--- src/rtl/subtrator_pkg.sv ---
// Shared definitions for the bit-serial subtractor.
//   state_t        : FSM states IDLE / SHIFT / DONE
//   DEFAULT_WIDTH  : default operand/result width in bits
//   sub_ovf()      : two's-complement overflow of a - b from the sign bits
package subtrator_pkg;

  localparam int DEFAULT_WIDTH = 8;

  typedef enum logic [1:0] {
    IDLE  = 2'd0,
    SHIFT = 2'd1,
    DONE  = 2'd2
  } state_t;

  // Overflow of a - b: the operands have different signs and the result
  // sign differs from the minuend sign.
  function automatic logic sub_ovf(input logic a_msb, input logic b_msb,
                                   input logic d_msb);
    return (a_msb != b_msb) && (d_msb != a_msb);
  endfunction

endpackage

--- src/rtl/subtrator_serial_if.sv ---
// Request/result bundle of the bit-serial subtractor.
//   start, a, b, bin              : request side (master drives)
//   busy, done, diff, bout, ovf,
//   zero                          : result side (slave drives)
interface subtrator_serial_if
  import subtrator_pkg::*;
#(
  parameter int WIDTH = DEFAULT_WIDTH
) ();

  logic             start;
  logic [WIDTH-1:0] a;
  logic [WIDTH-1:0] b;
  logic             bin;
  logic             busy;
  logic             done;
  logic [WIDTH-1:0] diff;
  logic             bout;
  logic             ovf;
  logic             zero;

  modport master (
    output start, a, b, bin,
    input  busy, done, diff, bout, ovf, zero
  );

  modport slave (
    input  start, a, b, bin,
    output busy, done, diff, bout, ovf, zero
  );

endinterface

--- src/rtl/subtrator_serial_bit.sv ---
// One-bit full subtractor cell: d = x - y - br_in, with borrow out.
//   x, y   : operand bits
//   br_in  : incoming borrow
//   d      : difference bit
//   br_out : outgoing borrow
module subtracao_bit (
  input  logic x,
  input  logic y,
  input  logic br_in,
  output logic d,
  output logic br_out
);

  assign d      = x ^ y ^ br_in;
  assign br_out = (~x & y) | (~(x ^ y) & br_in);

endmodule

--- src/rtl/subtrator_serial.sv ---
// Bit-serial subtractor: computes a - b - bin one bit per clock, LSB first,
// through a single full-subtractor cell. A request is accepted in IDLE, the
// WIDTH bits are processed in SHIFT, and the registered results are
// published with a one-cycle done pulse in DONE.
//   clk   : clock, rising edge
//   rst_n : asynchronous active-low reset
//   bus   : slave side of subtrator_serial_if
//           start/a/b/bin in; busy/done/diff/bout/ovf/zero out
module subtrator_serial
  import subtrator_pkg::*;
#(
  parameter int WIDTH = DEFAULT_WIDTH
) (
  input  logic               clk,
  input  logic               rst_n,
  subtrator_serial_if.slave  bus
);

  localparam int CNT_W = $clog2(WIDTH + 1);

  state_t             state_q, state_d;
  logic [CNT_W-1:0]   cnt_q;
  logic [WIDTH-1:0]   a_q, b_q;
  logic               br_q;
  logic               a_msb_q, b_msb_q;
  // Holds the WIDTH-1 result bits produced so far; the newest bit is
  // prepended combinationally, so res_d is the full result on the last edge.
  logic [WIDTH-2:0]   res_q;
  logic [WIDTH-1:0]   res_d;
  logic [WIDTH-1:0]   diff_q;
  logic               bout_q, ovf_q, zero_q;
  logic               cell_d, cell_br;
  logic               last_bit;

  subtracao_bit u_cell (
    .x      (a_q[0]),
    .y      (b_q[0]),
    .br_in  (br_q),
    .d      (cell_d),
    .br_out (cell_br)
  );

  assign res_d    = {cell_d, res_q};
  assign last_bit = (cnt_q == CNT_W'(WIDTH - 1));

  always_ff @(posedge clk or negedge rst_n) begin
    if (!rst_n) begin
      state_q <= IDLE;
    end else begin
      state_q <= state_d;
    end
  end

  always_comb begin
    state_d = state_q;
    case (state_q)
      IDLE:    if (bus.start) state_d = SHIFT;
      SHIFT:   if (last_bit)  state_d = DONE;
      DONE:    state_d = IDLE;
      default: state_d = IDLE;
    endcase
  end

  // Operand capture, serial datapath and result publication.
  always_ff @(posedge clk or negedge rst_n) begin
    if (!rst_n) begin
      cnt_q   <= '0;
      a_q     <= '0;
      b_q     <= '0;
      br_q    <= 1'b0;
      a_msb_q <= 1'b0;
      b_msb_q <= 1'b0;
      res_q   <= '0;
      diff_q  <= '0;
      bout_q  <= 1'b0;
      ovf_q   <= 1'b0;
      zero_q  <= 1'b0;
    end else begin
      case (state_q)
        IDLE: begin
          if (bus.start) begin
            a_q     <= bus.a;
            b_q     <= bus.b;
            br_q    <= bus.bin;
            a_msb_q <= bus.a[WIDTH-1];
            b_msb_q <= bus.b[WIDTH-1];
            cnt_q   <= '0;
          end
        end
        SHIFT: begin
          a_q   <= a_q >> 1;
          b_q   <= b_q >> 1;
          br_q  <= cell_br;
          res_q <= res_d[WIDTH-1:1];
          cnt_q <= cnt_q + CNT_W'(1);
          if (last_bit) begin
            diff_q <= res_d;
            bout_q <= cell_br;
            ovf_q  <= sub_ovf(a_msb_q, b_msb_q, res_d[WIDTH-1]);
            zero_q <= (res_d == '0);
          end
        end
        default: ;
      endcase
    end
  end

  assign bus.busy = (state_q == SHIFT);
  assign bus.done = (state_q == DONE);
  assign bus.diff = diff_q;
  assign bus.bout = bout_q;
  assign bus.ovf  = ovf_q;
  assign bus.zero = zero_q;

endmodule

--- src/flat_wrapper.sv ---
// flat-port wrapper written by rule: the top's interface ports become plain ports
module subtrator_serial_flat import subtrator_pkg::*;
#(
  parameter int WIDTH = DEFAULT_WIDTH
)
  (clk, rst_n, bus_start, bus_a, bus_b, bus_bin, bus_busy, bus_done, bus_diff, bus_bout, bus_ovf, bus_zero);
  subtrator_serial_if #(.WIDTH(WIDTH)) bus_i ();
  input  logic clk;
  input  logic rst_n;
  input wire logic [$bits(bus_i.start)-1:0] bus_start;
  input wire logic [$bits(bus_i.a)-1:0] bus_a;
  input wire logic [$bits(bus_i.b)-1:0] bus_b;
  input wire logic [$bits(bus_i.bin)-1:0] bus_bin;
  output wire logic [$bits(bus_i.busy)-1:0] bus_busy;
  output wire logic [$bits(bus_i.done)-1:0] bus_done;
  output wire logic [$bits(bus_i.diff)-1:0] bus_diff;
  output wire logic [$bits(bus_i.bout)-1:0] bus_bout;
  output wire logic [$bits(bus_i.ovf)-1:0] bus_ovf;
  output wire logic [$bits(bus_i.zero)-1:0] bus_zero;
  assign bus_i.start = bus_start;
  assign bus_i.a = bus_a;
  assign bus_i.b = bus_b;
  assign bus_i.bin = bus_bin;
  assign bus_busy = bus_i.busy;
  assign bus_done = bus_i.done;
  assign bus_diff = bus_i.diff;
  assign bus_bout = bus_i.bout;
  assign bus_ovf = bus_i.ovf;
  assign bus_zero = bus_i.zero;
  subtrator_serial #(.WIDTH(WIDTH)) u_core (.clk(clk), .rst_n(rst_n), .bus(bus_i));
endmodule
--- config.mk ---
export PLATFORM = sky130hd
export DESIGN_NAME = subtrator_serial_flat
export DESIGN_NICKNAME = d
export VERILOG_FILES = /design/src/rtl/subtrator_pkg.sv /design/src/rtl/subtrator_serial_if.sv /design/src/rtl/subtrator_serial_bit.sv /design/src/rtl/subtrator_serial.sv /design/src/flat_wrapper.sv
export SDC_FILE = /design/constraint.sdc
export NUM_CORES = 1
export LEC_CHECK = 0
export ABC_AREA = 1
export CORE_MARGIN = 2
export CORE_UTILIZATION = 54
export CTS_BUF_LIST = sky130_fd_sc_hd__clkbuf_8
export CTS_CLUSTER_SIZE = 14
export DETAILED_ROUTE_END_ITERATION = 16
export PLACE_DENSITY = 0.91
export SETUP_SLACK_MARGIN = 0.15
export SLEW_MARGIN = 20
export SYNTH_ARGS = -nofsm -noshare
export SYNTH_HDL_FRONTEND = slang
export SYNTH_SLANG_ARGS = --single-unit
--- constraint.sdc ---
create_clock -name clk -period 1.97 [get_ports clk]
set_clock_uncertainty 0.2 [all_clocks]
set_input_delay 0.2955 -clock clk [delete_from_list [all_inputs] [get_ports clk]]
set_output_delay 0.2955 -clock clk [all_outputs]
set_load 0.1 [all_outputs]
Yosys cells after proc, flatten, opt, wreduce, memory -nomap -nowiden
Cells that the tools add are included.
{ "totals": {"reg_bits": 43, "input_bits": 20, "output_inout_bits": 13, "elab_cells": 46} }
{ "classes": {"n_addsub": 1, "n_eq_ne": 7, "n_mux": 11, "bitwise": 7, "reduce_logical": 8} }
{ "op_table": {"columns": ["op", "n"], "rows": [
  ["one-hot mux 8 bit (2 select lines)", 2],
  ["two-way mux 8 bit", 2],
  ["zero test 8 bit", 1],
  ["one-hot mux 4 bit (2 select lines)", 1],
  ["AND reduction 2 bit", 4],
  ["adder 4 x 1 -> 4 bit (second input constant)", 1],
  ["== test 4 x 3 -> 1 bit (second input constant)", 1],
  ["two-way mux 2 bit", 2],
  ["two-way mux 4 bit", 1],
  ["one-hot mux 2 bit (2 select lines)", 1],
  ["AND 1 bit", 2],
  ["== test 2 x 1 -> 1 bit (second input constant)", 1],
  ["== test 2 bit (second input constant)", 1],
  ["zero test 2 bit", 1],
  ["!= test 1 bit", 2],
  ["!= test 2 x 1 -> 1 bit (second input constant)", 1],
  ["!= test 2 bit (second input constant)", 1],
  ["NOT 1 bit", 2],
  ["one-hot mux 1 bit (2 select lines)", 1],
  ["nonzero test 2 bit", 1],
  ["bitwise XOR 1 bit", 2],
  ["logical AND 1 bit", 1],
  ["two-way mux 1 bit", 1],
  ["bitwise OR 1 bit", 1]
]} }

Longest topological paths before layout
Gate-level depths: netlist (run 1).
{ "depth": {"depth_word": 5, "ltp_mapped": 7, "mapped_depth_nobuf": 7} }

Hierarchy
A second synthesis (run 1) with hierarchy kept.
{ "unflattened": {"cells_unflattened": 245, "hier_area_um2": 1943.1} }
{ "modules_own_cells": {"columns": ["mod", "instances", "cells_per_inst", "area_each_um2", "seq_area_each_um2"], "rows": [
  ["subtrator_serial", 1, 241, 1911.8, 1076.0],
  ["subtracao_bit", 1, 4, 31.3, 0.0]
]} }

Worst setup path before layout (run 1)
No wires, ideal clock.
{ "synth_timing": {"kind": "register to output", "start": "register u_core.state_q[1]", "end": "output port bus_done", "arrival_time_ns": 1.716, "t_required_ns": 1.475, "path_slack_ns": -0.242, "path_stages_with_launch": 3, "n_path_buf": 0, "cell_sequence": "dfrtp_1 inv_1 nor2_1"} }
{ "synth_via": {"elab_chain_len": 1} }
{ "synth_rtl": {"columns": ["element", "line", "source"], "rows": [
  ["start, declared", "subtrator_serial.sv:21", "state_t state_q, state_d;"],
  ["start signal, assigned", "subtrator_serial.sv:50", "state_q <= state_d;"],
  ["== test 2 bit", "subtrator_serial.sv:109", "assign bus.done = (state_q == DONE);"],
  ["end, declared", "flat_wrapper.sv:15", "output wire logic [$bits(bus_i.done)-1:0] bus_done;"]
]} }
Every way passes these cells.

Final worst setup path (run 1)
{ "layout_timing": {"start": "register u_core.a_q[0]", "end": "register u_core.ovf_q, in the netlist u_core.bus.ovf"} }
{ "layout_via": {"elab_chain_len": 4} }
{ "layout_rtl": {"columns": ["element", "line", "source"], "rows": [
  ["start, declared", "subtrator_serial.sv:23", "logic [WIDTH-1:0] a_q, b_q;"],
  ["start signal, assigned", "subtrator_serial.sv:82", "a_q <= bus.a;"],
  ["start signal, assigned", "subtrator_serial.sv:91", "a_q <= a_q >> 1;"],
  ["bitwise XOR 1 bit (2 in series)", "subtrator_serial_bit.sv:14", "assign d = x ^ y ^ br_in;"],
  ["via u_core.cell_d", "subtrator_serial.sv:32", "logic cell_d, cell_br;"],
  ["!= test 1 bit", "subtrator_pkg.sv:19", "return (a_msb != b_msb) && (d_msb != a_msb);"],
  ["logical AND 1 bit", "subtrator_pkg.sv:19", null],
  ["end signal, assigned", "subtrator_serial.sv:99", "ovf_q <= sub_ovf(a_msb_q, b_msb_q, res_d[WIDTH-1]);"],
  ["end, declared", "subtrator_serial.sv:31", "logic bout_q, ovf_q, zero_q;"]
]} }
The timed path passes the listed nets, and every way through them passes these cells.
A chain may end at the register's enable or synchronous reset.

==> results.toml, run 1 <==
[clock_tree]
cts_resized = 0
cts.sinks = 43
cts.htree.levels = 2
cts_buffers = 5
cts_max_path_buffers = 2
cts_tree = "yes"
cts_root_buf = "clkbuf_8"
clk_latency_ns = 0.30
clk_pin_slew_worst_paths_ns = 0.08

[sta]
grt_setup_unrepaired = "false"
finalSetupViolCount = 0
relSlewSlack_pct = 69.2
layout_min_cycle_time_ns = 1.73
worst_pin_slew_ns = 0.461
fmax_mhz = 578
maxSlewViolCount = 0
fin_ws_ns = 0.241
setup_tns_ns = 0
finalCritPeriodShare_pct = 87.8
hold_viol = 0

[setup_path]
crit_buf_inv = 1
required_ns = 1.96
path_class = "register to register"
critPathCaptureType = "register"
cpPeakStageDelay_ns = 0.63
worstPathArrival_ns = 1.72
rr_worst_depth = 6
slowest_stage = "fa_1"
path_cells = "fa_1 > inv_1 > nand3_1 > nand2_1 > nand2_1 > nand2_1"
path_delay_family = "adder cells"
start_kind = "register"
crit_path_frequent_cell = "nand2_1"
reg2reg_to = "u_core.bus.ovf$_DFFE_PN0P_"
path_max_fanout = 3
r2r-start = "u_core.a_q[0]$_DFFE_PN0P_"
r2r_setup_slack_ns = 0.24

[power_and_ir_drop]
pwr-share-seq_pct = 31.5
p_int_mw = 2.69
p_sw_share_pct = 47.6
p_leak_nw = 1.36
power_frac_clock_pct = 13.5
combPwrFrac_pct = 55.0
power_mw = 5.13
irDropWorstVdd_uv = 1450
powerDensity_nw_per_um2 = 1970
switchingPower_mw = 2.44

[grt]
grt_pass1_wl_um = 7180
gr-usage-all-layers_pct = 23.3
antenna_found_initial = 0
gr-total-overflow = 0
grt_pass1_vias = 1613
grt_start_max_net_pins = 25

[cells_and_area]
fill_cells = 219
nets = 303
postLayoutCoreUtil_pct = 76.4
areaGrowthSynthToFinish_pct = 33.9
layout_commonest_cell = "nand2_1"
final_cell_mix = "nand2_1, dfrtp_1, clkdlybuf4s50_1"
stdcell_count = 328
n_antenna_cell = 0
drive_gt1_share_pct = 16.0

[die]
core_region_area_um2 = 3420
ios = 33
num_rows = 21
fp.dieW_um = 64.1
start_util_pct = 57.1
fp.dieArea_um2 = 4110
die_y_um = 64.1

[synthesis]
ys_warn_count = 0
synthTopCellsByArea = "dfrtp_1, nand2_1, o21ai_2"
synthesis.nets = 262
syn_inst = 240
ys_ff_latch = 43
synth.cell_area_um2 = 1950
synth_top_area_share_pct = 55.2
yosysUniqueCellTypes = 18
synth_top_cell_by_area = "dfrtp_1"
synth-seq-area-share_pct = 55.2
syn_avg_cell_area_um2 = 8.13

[place]
placedCellCount = 316
dp_slack_ns = 0.303
port_buffers = 32
dpl.hpwl_um = 2820
gp_congestion = 0.821

[run]
max_cap_viol_count = 0

[detailed_routing]
drt-vias-per-instance = 5.05
drt_iter0_drc = 118
routed_wl_um = 4250
dr.pass1.iters = 4
drt-wirelength-per-cell_um = 12.9
ant_nets = 0
num_vias = 1655
drc_errors = 0

[outcome]
status = "completed"

[hold_path]
min_path_type = "input port to async pin"
## stage by stage
step | cell area (um^2) | hold slack, ns
2_1_floorplan | 1950 | -0.200
3_3_place_gp | 2460 | 0.0706
3_5_place_dp | 2460 | 0.0731
4_1_cts | 2590 | 0.283
5_1_grt | 2610 | 0.311
6_report | 2610 | 0.280
## worst max-delay path by stage
| stage | start | to | slack (ns) | cells past startpoint |
|---|---|---|---|---|
| global placement | u_core.a_q[0]$_DFFE_PN0P_ | u_core.bus.ovf$_DFFE_PN0P_ | 0.32 | 6 |
| finish | u_core.a_q[0]$_DFFE_PN0P_ | u_core.bus.ovf$_DFFE_PN0P_ | 0.24 | 6 |
| detailed placement | u_core.a_q[0]$_DFFE_PN0P_ | u_core.bus.ovf$_DFFE_PN0P_ | 0.30 | 6 |
| floorplan | u_core.state_q[1]$_DFFE_PN0P_ | bus_done | 0.22 | 2 |
| CTS | u_core.state_q[0]$_DFFE_PN0P_ | bus_busy | 0.16 | 3 |
| global route | u_core.a_q[0]$_DFFE_PN0P_ | u_core.bus.ovf$_DFFE_PN0P_ | 0.20 | 6 |
## layer usage
metal / vias to the layer above / GRT usage (%) / wire (um)
met3: 11 / 7.57 / 239
met5: - / 0 / 0
met2: 59 / 36.1 / 2100
met4: 0 / 10.6 / 112
li1: 816 / - / -
met1: 769 / 30.0 / 1790
## Yosys cell counts
master and count:
nand2_1 130, nand2_4 1, o21ai_0 12, ha_1 1, buf_2 6, o21ai_1 1, fa_1 1, dfrtp_1 43
or2_2 1, inv_2 1, inv_1 15, nor2_1 8, nand3_1 7, nor2_2 1, o21ai_2 8, nor2_4 1
buf_6 2, nand4_1 1
## cell type report
cell class	instances	area (um^2)	share of cell area, %
flip-flops and latches	43	1080	41.2
clock inverters	2	35.0	1.34
inverters	16	60.1	2.30
multi-input cells	173	764	29.3
clock buffers	6	82.6	3.16
repair buffers	42	536	20.5
well taps	46	57.6	2.20
## sequential cells by signal, summed over array words and instances (netlist names)
register and count:
u_core.a_q 8, u_core.bus.diff 8, u_core.bus.zero 1, u_core.b_q 8, u_core.bus.ovf 1, u_core.state_q 2
u_core.res_q 7, u_core.br_q 1, u_core.bus.bout 1, u_core.a_msb_q 1, u_core.cnt_q 4, u_core.b_msb_q 1
## timing repair
item	4_1_cts	5_1_grt
hold buffers	1	0
endpoints found under the setup margin	0	1
setup buffers	0	3
hold endpoints to repair	19	0
## cells by family after synthesis
kind of cell	Yosys count	synth area share [%]
compound gates	21	6.93
fa+ha+maj	2	1.67
simple gates	150	30.5
flops	43	55.2
buf+inv	24	5.77
## power by group through the flow
stage	clock network [mW]	registers [mW]	logic, mW
floorplan	0	2.26	1.15
global placement	0	1.60	2.65
detailed placement	0	1.61	2.73
CTS	0.706	1.61	2.76
global route	0.746	1.67	3.04
finish	0.695	1.62	2.82
Power figures use the tool's default switching activity.
==> run 2: changes to the inputs <==
==> constraint.sdc (replaced) <==
create_clock -name clk -period 1.97 [get_ports clk]
set_clock_uncertainty 0.2 [all_clocks]
set_input_delay 0.591 -clock clk [delete_from_list [all_inputs] [get_ports clk]]
set_output_delay 0.591 -clock clk [all_outputs]
set_load 0.1 [all_outputs]
==> results.toml, run 2 (same netlist as run 1, synthesis figures left out) <==
[cells_and_area]
nets = 300
final_cell_mix = "nand2_1, dfrtp_1, clkdlybuf4s50_1"
areaGrowthSynthToFinish_pct = 32.1
postLayoutCoreUtil_pct = 75.5
fill_cells = 220
n_antenna_cell = 0
layout_commonest_cell = "nand2_1"
drive_gt1_share_pct = 16.1

[sta]
finalSetupViolCount = 0
relSlewSlack_pct = 71.7
grt_setup_unrepaired = "true"
maxSlewViolCount = 0
hold_viol = 0
worst_pin_slew_ns = 0.424
layout_min_cycle_time_ns = 1.88
finalCritPeriodShare_pct = 95.4
fmax_mhz = 532
fin_ws_ns = 0.0915
setup_tns_ns = 0

[setup_path]
critPathCaptureType = "primary output"
required_ns = 1.18
r2r-start = "u_core.br_q$_DFFE_PN0P_"
start_kind = "register"
path_class = "register to primary output"
worstPathArrival_ns = 1.09
path_max_fanout = 3
worstSetupStartpoint = "u_core.state_q[0]$_DFFE_PN0P_"

[grt]
grt_pass1_vias = 1600
gr-usage-all-layers_pct = 22.5
antenna_found_initial = 0
grt_start_max_net_pins = 44
grt_pass1_wl_um = 7040
gr-total-overflow = 0

[hold_path]
min_path_type = "input port to async pin"

[power_and_ir_drop]
powerDensity_nw_per_um2 = 1940
irDropWorstVdd_uv = 1170
p_leak_nw = 1.34
power_mw = 5.00

[place]
port_buffers = 32
gp_congestion = 0.784
dp_slack_ns = 0.0317
dpl.hpwl_um = 2870

[detailed_routing]
dr.pass1.iters = 4
drt_iter0_drc = 126
ant_nets = 0
num_vias = 1656
routed_wl_um = 4200
drt-wirelength-per-cell_um = 12.9
drt-vias-per-instance = 5.10
drc_errors = 0

[clock_tree]
cts_buffers = 5
cts.sinks = 43
cts.htree.levels = 2
cts_tree = "yes"
cts_root_buf = "clkbuf_8"
cts_hold_buf = 0
cts_max_path_buffers = 2
clk_latency_ns = 0.30
clk_pin_slew_worst_paths_ns = 0.08

[die]
die_y_um = 64.1
fp.dieArea_um2 = 4110
ios = 33
start_util_pct = 57.1
num_rows = 21
fp.dieW_um = 64.1
core_region_area_um2 = 3420

[outcome]
status = "completed"

[run]
max_cap_viol_count = 0
[run 2: critical path, cell delays in order, from the launching register on]
cell	delay, ns
dfrtp_2	0.40
inv_2	0.06
nor2_4	0.14
buf_12	0.19
[run 2: layout make-up]
cell class / count / area, um^2 / area share, %
clock inverter: 1 / 3.75 / 0.146
clock buffer: 7 / 96.3 / 3.74
multi-input combinational: 173 / 772 / 30.0
sequential: 43 / 1080 / 41.8
inverter: 16 / 60.1 / 2.33
tap: 46 / 57.6 / 2.23
timing repair buffer: 39 / 510 / 19.8
[run 2: path summary, 6_finish.rpt]
path / endpoint / slack [ns] / cells after the start
max: bus_busy / 0.09 / 3
min: u_core.b_msb_q$_DFFE_PN0P_ / 0.05 / 2
max reg2reg: u_core.bus.ovf$_DFFE_PN0P_ / 0.22 / 7
min reg2reg: u_core.a_q[4]$_DFFE_PN0P_ / 0.28 / 2
max in group asynchronous: u_core.state_q[0]$_DFFE_PN0P_ / 1.30 / 2
min in group clk: u_core.a_q[4]$_DFFE_PN0P_ / 0.28 / 2
[run 2: stage by stage]
step	hold WS, ns	instances	instance area, um^2
6_report	0.0534	325	2580
5_1_grt	0.0715	325	2580
4_1_cts	0.0579	325	2570
3_5_place_dp	0.266	315	2460
3_3_place_gp	0.261	315	2460
2_1_floorplan	0.0954	240	1960
[run 2: timing repair]
action | CTS | global route
endpoints found under the setup margin | 2 | 3
cloned | 0 | 0
resized for setup | 2 | 1
buffers inserted | 2 | 0
pin swaps | 0 | 1
[run 2: power by group]
group	internal (mW)	switching, mW	total (mW)	leakage [nW]
Combinational	0.967	1.82	2.79	0.749
Sequential	1.28	0.332	1.62	0.538
Clock	0.315	0.284	0.598	0.0557
Total	2.57	2.44	5.00	1.34
[run 2: layer usage]
layer,vias to the layer above,routed length [um],GRT usage (%)
li1,805,-,-
met2,50,2180,37.5
met3,10,209,4.40
met4,0,85,11.2
met5,-,0,0
met1,791,1730,28.1
